[src/rtl/snake_pkg.sv]
// Shared definitions for the snake game datapath: direction encoding,
// screen geometry defaults and pixel colours.
package snake_pkg;

    typedef enum logic [1:0] {
        DIR_UP    = 2'b00,
        DIR_DOWN  = 2'b01,
        DIR_LEFT  = 2'b10,
        DIR_RIGHT = 2'b11
    } dir_t;

    localparam int SCREEN_W_DEF = 160;
    localparam int SCREEN_H_DEF = 120;
    localparam int START_X_DEF  = 80;
    localparam int START_Y_DEF  = 60;
    localparam int BLOCK_SIZE   = 2;

    localparam logic [2:0] COLOUR_BLACK = 3'b000;
    localparam logic [2:0] COLOUR_SNAKE = 3'b010;

    // The encoding pairs opposites so that flipping bit 0 reverses a direction.
    function automatic dir_t opposite(input dir_t d);
        return dir_t'(d ^ 2'b01);
    endfunction

endpackage

[src/rtl/rate_divider.sv]
// Step pacing counter: go pulses for one cycle every TICKS_PER_STEP cycles.
// clr restarts the count; hold freezes it and masks go.
module rate_divider #(
    parameter int TICKS_PER_STEP = 12500000
) (
    input  logic clk,
    input  logic rst,
    input  logic clr,
    input  logic hold,
    output logic go
);

    localparam int CW = $clog2(TICKS_PER_STEP);
    localparam logic [CW-1:0] LAST = CW'(TICKS_PER_STEP - 1);

    logic [CW-1:0] tick_cnt;

    always_ff @(posedge clk or negedge rst) begin
        if (!rst) begin
            tick_cnt <= '0;
        end else if (clr) begin
            tick_cnt <= '0;
        end else if (!hold) begin
            if (tick_cnt == LAST) tick_cnt <= '0;
            else                  tick_cnt <= tick_cnt + 1'b1;
        end
    end

    assign go = (tick_cnt == LAST) && !hold;

endmodule

[src/rtl/snake_datapath.sv]
// Snake head position/direction, 2x2 block plotting and step pacing.
// Define SNAKE_WRAP_EN to make the head wrap at screen edges instead of dying.
module snake_datapath
    import snake_pkg::*;
#(
    parameter int         SCREEN_W       = SCREEN_W_DEF,
    parameter int         SCREEN_H       = SCREEN_H_DEF,
    parameter int         START_X        = START_X_DEF,
    parameter int         START_Y        = START_Y_DEF,
    parameter int         TICKS_PER_STEP = 12500000,
    parameter logic [2:0] SNAKE_COLOUR   = COLOUR_SNAKE
) (
    input  logic       clk,
    input  logic       rst,
    input  logic       ld,
    input  logic       update,
    input  logic       plot,
    input  logic [1:0] dir_in,
    output logic       go,
    output logic [7:0] x_out,
    output logic [6:0] y_out,
    output logic [2:0] colour_out,
    output logic       write_en,
    output logic       dead
);

    // Strobe protocol: ld, update and plot are level samples taken every
    // cycle with no backpressure; ld dominates, go is a fire-and-forget pulse.

    localparam logic [8:0] X_MAX   = 9'(SCREEN_W - BLOCK_SIZE);
    localparam logic [7:0] Y_MAX   = 8'(SCREEN_H - BLOCK_SIZE);
    localparam logic [7:0] X_START = 8'(START_X);
    localparam logic [6:0] Y_START = 7'(START_Y);
    localparam logic [8:0] STEP_X  = 9'(BLOCK_SIZE);
    localparam logic [7:0] STEP_Y  = 8'(BLOCK_SIZE);

    dir_t       dir;
    logic [7:0] head_x;
    logic [6:0] head_y;
    logic [1:0] pix_cnt;
    logic [8:0] step_x;
    logic [7:0] step_y;
    logic       off_x;
    logic       off_y;
    logic       hit;
    logic [7:0] next_x;
    logic [6:0] next_y;

    // One extra bit: a borrow shows up as the MSB, an overshoot as > MAX.
    always_comb begin
        step_x = {1'b0, head_x};
        step_y = {1'b0, head_y};
        case (dir)
            DIR_UP:    step_y = {1'b0, head_y} - STEP_Y;
            DIR_DOWN:  step_y = {1'b0, head_y} + STEP_Y;
            DIR_LEFT:  step_x = {1'b0, head_x} - STEP_X;
            DIR_RIGHT: step_x = {1'b0, head_x} + STEP_X;
            default:   ;
        endcase
        off_x = step_x[8] || (step_x > X_MAX);
        off_y = step_y[7] || (step_y > Y_MAX);
`ifdef SNAKE_WRAP_EN
        hit    = 1'b0;
        next_x = off_x ? (step_x[8] ? X_MAX[7:0] : 8'd0) : step_x[7:0];
        next_y = off_y ? (step_y[7] ? Y_MAX[6:0] : 7'd0) : step_y[6:0];
`else
        hit    = off_x || off_y;
        next_x = hit ? head_x : step_x[7:0];
        next_y = hit ? head_y : step_y[6:0];
`endif
    end

    always_ff @(posedge clk or negedge rst) begin
        if (!rst) begin
            head_x <= X_START;
            head_y <= Y_START;
            dir    <= DIR_RIGHT;
            dead   <= 1'b0;
        end else if (ld) begin
            head_x <= X_START;
            head_y <= Y_START;
            dir    <= DIR_RIGHT;
            dead   <= 1'b0;
        end else begin
            if (dir_t'(dir_in) != opposite(dir)) dir <= dir_t'(dir_in);
            if (update) begin
                head_x <= next_x;
                head_y <= next_y;
                if (hit) dead <= 1'b1;
            end
        end
    end

    // Pixels come from the head as it stands during the plot cycle.
    always_ff @(posedge clk or negedge rst) begin
        if (!rst) begin
            pix_cnt    <= 2'd0;
            x_out      <= 8'd0;
            y_out      <= 7'd0;
            colour_out <= COLOUR_BLACK;
            write_en   <= 1'b0;
        end else if (ld) begin
            pix_cnt  <= 2'd0;
            write_en <= 1'b0;
        end else if (plot) begin
            pix_cnt    <= pix_cnt + 2'd1;
            x_out      <= head_x + {7'd0, pix_cnt[0]};
            y_out      <= head_y + {6'd0, pix_cnt[1]};
            colour_out <= SNAKE_COLOUR;
            write_en   <= 1'b1;
        end else begin
            pix_cnt  <= 2'd0;
            write_en <= 1'b0;
        end
    end

    rate_divider #(
        .TICKS_PER_STEP(TICKS_PER_STEP)
    ) u_rate_divider (
        .clk  (clk),
        .rst  (rst),
        .clr  (ld),
        .hold (dead),
        .go   (go)
    );

endmodule

[config.mk]
export PLATFORM = sky130hd
export DESIGN_NAME = snake_datapath
export DESIGN_NICKNAME = d
export VERILOG_FILES = /design/src/rtl/snake_pkg.sv /design/src/rtl/rate_divider.sv /design/src/rtl/snake_datapath.sv
export SDC_FILE = /design/constraint.sdc
export NUM_CORES = 1
export LEC_CHECK = 0
export BUFFER_PORTS_ARGS = -buffer_cell sky130_fd_sc_hd__clkbuf_2
export CELL_PAD_IN_SITES_DETAIL_PLACEMENT = 2
export CELL_PAD_IN_SITES_GLOBAL_PLACEMENT = 2
export CORE_MARGIN = 1
export CORE_UTILIZATION = 41
export DETAILED_ROUTE_END_ITERATION = 8
export GPL_TIMING_DRIVEN = 1
export HOLD_SLACK_MARGIN = 0.12
export PLACE_DENSITY_LB_ADDON = 0.1
export SYNTH_ARGS = -nofsm -noshare
export SYNTH_HDL_FRONTEND = slang
export SYNTH_SLANG_ARGS = --single-unit
[constraint.sdc]
create_clock -name clk -period 5.37 [get_ports clk]
set_clock_uncertainty 0.2 [all_clocks]
set_input_delay 0.2685 -clock clk [delete_from_list [all_inputs] [get_ports clk]]
set_output_delay 0.2685 -clock clk [all_outputs]
set_load 0.01 [all_outputs]
==> results by stage <==
Run status:
- The flow ran to the end, and the final reports show no timing, DRC or antenna violations.

Placed design:
- The number of placed instances with taps included is 460.
- The congestion estimate from routability-driven global placement came to 0.797.
- The count of buffers added on input and output ports is 25.
- The worst setup slack after placement is about 1.5 ns.
- Summed over all nets, the half-perimeter wirelength after detailed placement is about 6600 um.

Critical path:
- For the worst setup path, the data arrival time is about 4 ns.
- The worst-path cell with the longest stage delay is sky130_fd_sc_hd__dfstp_2.
- The required arrival time at the worst endpoint is between 5 and 6 ns.
- The classification of the worst setup path is reg2reg.
- The cell class contributing the biggest share of worst-path delay is compound AO/OA/AOI/OAI gates.
- Of all nets on the critical path, the largest fanout is 14.
- The worst setup path is captured at a register.
- Traced cell by cell, the critical path runs through inv_1 -> nand2_1 -> inv_1 -> fa_1 -> nand2b_1 -> a21oi_1 -> o22ai_1 -> mux2_2 -> mux2i_1 -> o211ai_1 -> a22o_1.
- For this run, the slowest stage of the critical path takes slightly below 0.7 ns.
- The worst setup path is launched from a register.
- The number of buffers and inverters on the critical path is 2.
- Counting stages on the worst path, the most repeated cell is sky130_fd_sc_hd__inv_1.

Floorplan:
- The die covers between 8000 and 9000 um^2.
- The I/O pin total is 28.
- The die is ~93 um wide.
- The count of standard-cell rows is 32.
- The floorplan core area is 7810 um^2.
- In this run the vertical extent of the chip is slightly above 90 um.
- Once the floorplan was initialized, standard cells occupied a little over two fifths of the core.

Timing:
- Across all hold checks on the routed design, the worst slack comes to between 0.2 and 0.25 ns.
- The number of max-slew violations in the final report is 0.
- The period utilization is between 70% and 80%.
- Setup repair after global routing left no endpoint under its margin.
- Setup violations remaining at the end of the flow were counted as 0.
- The worst pin sits at a relative slew slack of between 30% and 40%.
- Setup total negative slack on the finished layout was measured at 0 ns.
- The final worst slack is between 1 and 1.5 ns.
- The maximum achievable frequency is roughly 250 MHz.
- For the finished layout, the period the worst path requires is slightly below 4 ns.
- The number of hold-slack violations in the final timing report is 0.
- For the pin with the worst max-slew slack, the measured transition is 1.00 ns.

CTS:
- The deepest clock path buffer count is 2.
- The tree is rooted in a sky130_fd_sc_hd__clkbuf_8.
- The TritonCTS clock tree is done.
- The clock transition at the registers of the reported paths is 0.07 ns.
- TritonCTS created 9 clock buffers.
- At the later pin of the worst-skew pair, clock insertion delay measures ~0.35 ns.
- The H-tree level count is 3.
- The clock net in this run drives a total of ~60 sinks.

Routing:
- In the routed design, unresolved DRC markers number 0.
- The mean routed wirelength per cell is about 20 um.
- Before antenna repair, the detailed router went through 4 iterations.
- For this block, the initial DRC count from the detailed router was between 100 and 150.
- The detail route stage leaves a number of antenna-violating nets equal to 0.
- The ratio of routed vias to standard cells is roughly 5.8.
- The overall via count from detail_route is 2767.
- The final wirelength is between 9000 and 10000 um.

Pwr:
- The power density over cell area is between 300 and 400 nW/um^2.
- Summed over all cells, the static leakage comes to 1.69 nW.
- After layout, the design draws a total of ~1.3 mW.
- IR analysis of the VDD net gives a maximum drop of around 0.15 mV.

Finish:
- The leading cell type in the layout, fill and taps excluded is sky130_fd_sc_hd__dfrtp_1.
- After the flow finishes, the layout carries non-filler instances totaling 480.
- The number of fill cells is roughly 860.
- The number of antenna diodes in the final layout is 0.
- For this run, the post-layout net count is around 400.
- Cells with a size suffix above 1 make up a little under a fifth of the layout.
- The area growth from synthesis to layout is 12.6%.
- In the layout the commonest cells are sky130_fd_sc_hd__dfrtp_1, sky130_fd_sc_hd__nor2_1, sky130_fd_sc_hd__nand2_1.

Yosys:
- The top cell type by area accounts for between 30% and 40% of the synthesized area.
- In this run, synthesis produced a sequential element count of 59.
- The post-synthesis cell count is around 350.
- For this run, the number of Yosys warnings is 0.
- Summing every instance area after synthesis gives 3360 um^2.
- The sequential fraction of the synthesis area is between 40% and 50%.
- The async set-reset flop share out of synthesis is 100%.
- Ranked by total cell area, the synthesized netlist is headed by sky130_fd_sc_hd__dfrtp_1, sky130_fd_sc_hd__dfstp_2, sky130_fd_sc_hd__ha_1, sky130_fd_sc_hd__nor2_1, sky130_fd_sc_hd__mux2_2.
- The synthesized area divided by synthesized cell count is roughly 9.7 um^2.
- The post-synthesis cell type count is 59.
- The synthesized design contains 0 enable-type register cells.
- The library cell occupying the most area in the post-synthesis netlist is sky130_fd_sc_hd__dfrtp_1.
- Among all flip-flop cells after synthesis, the most frequent one is sky130_fd_sc_hd__dfrtp_1.

GRT:
- The largest net degree at the start of global routing is 60.
- The remaining global-route overflow is 0.
- The initial antenna violation count is 0.
- Global routing consumed, over all layers together, between 20% and 30% of the routing resources.
- The via count of the first global-routing pass came to 2947.
- The first global-routing pass estimated about 16000 um of wire.

Worst hold path:
- In this run the worst hold path is classified as in2reg.

Flow run:
- The number of maximum-capacitance violations is 0.
## stage by stage
stage               area [um^2]  util, %
floorplan                  3360        -
global placement           3550     45.4
detailed placement         3550     45.4
CTS                        3780     48.4
global route               3780     48.4
finish                     3780     48.4
## cells in the mapped netlist (all sizes together) (5+ instances only)
cell type,n
o21ai,18
nand4,8
a21oi,10
xor2,12
nand2,28
xnor2,13
dfrtp,51
or3,5
and3,5
a21o,5
nor2,38
nor3,11
o31ai,5
mux2,11
inv,13
clkbuf,10
nand3,12
ha,13
dfstp,8
## worst register-to-register path, delay by kind of cell (launching register included)
family | cells | cell delay [ns]
fa+ha+maj | 1 | 0.41
mux | 2 | 0.74
flops | 1 | 0.69
compound gates | 4 | 0.93
buf+inv | 2 | 0.37
simple gates | 2 | 0.48
## layout make-up
type,instances,area (um^2),share of cell area (%)
multi-input combinational,260,1750,46.3
tap,102,128,3.38
clock buffer,11,141,3.74
inverter,13,48.8,1.29
timing repair buffer,30,173,4.57
clock inverter,5,52.6,1.39
sequential,59,1490,39.3
## final timing paths
check                                   start                          end  slack, ns  depth (start not counted)
worst max-delay path                   dir[1]                    head_x[5]       1.43                         11
worst min-delay path                       ld   u_rate_divider.tick_cnt[4]       0.22                          2
worst min register to register  colour_out[1]                colour_out[1]       0.28                          1
min in group asynchronous                 rst                colour_out[1]       0.42                          3
max in group asynchronous                 rst  u_rate_divider.tick_cnt[20]       4.05                          3
worst max register to register         dir[1]                    head_x[5]       1.43                         11
## metal layers
metal	global-route usage (%)	up-vias	part of all wire (%)	wire [um]
met5	0	-	0	0
met4	7.03	0	1.2	117
met3	4.60	11	2.3	223
met2	39.6	35	47	4560
met1	33.4	1425	49	4740
li1	-	1296	-	-
## sequential cells by signal, summed over array words and instances, names as in the netlist
signal / count
u_rate_divider.tick_cnt: 24
x_out: 8
head_x: 7
y_out: 7
head_y: 6
dir: 2
pix_cnt: 2
colour_out: 1
dead: 1
write_en: 1
## report_power, final
group	total, mW	internal (mW)	switching, mW	leakage [nW]
registers	0.550	0.500	0.0501	0.758
logic	0.370	0.152	0.218	0.837
clock network	0.413	0.225	0.188	0.0991
total	1.33	0.877	0.457	1.69
## repair_timing
action	CTS	global route
hold endpoints to repair	54	0
hold buffers	4	0
resized for setup	0	0
buffers inserted	0	0
## kinds of logic (layout without fill, tap and decap cells)
| family | Yosys count | in the layout | synth area share, % |
|---|---|---|---|
| other | 1 | 2 | 0.112 |
| multiplexers | 15 | 15 | 4.88 |
| AND/OR/NAND/NOR | 132 | 132 | 19.6 |
| XOR/XNOR | 25 | 25 | 6.52 |
| flip-flops | 59 | 59 | 44.2 |
| AO/OA/AOI/OAI | 71 | 71 | 14.9 |
| adder cells (fa/ha/maj) | 15 | 15 | 6.03 |
| buffers and inverters | 27 | 59 | 3.72 |
(Power assumes the default switching activity.)
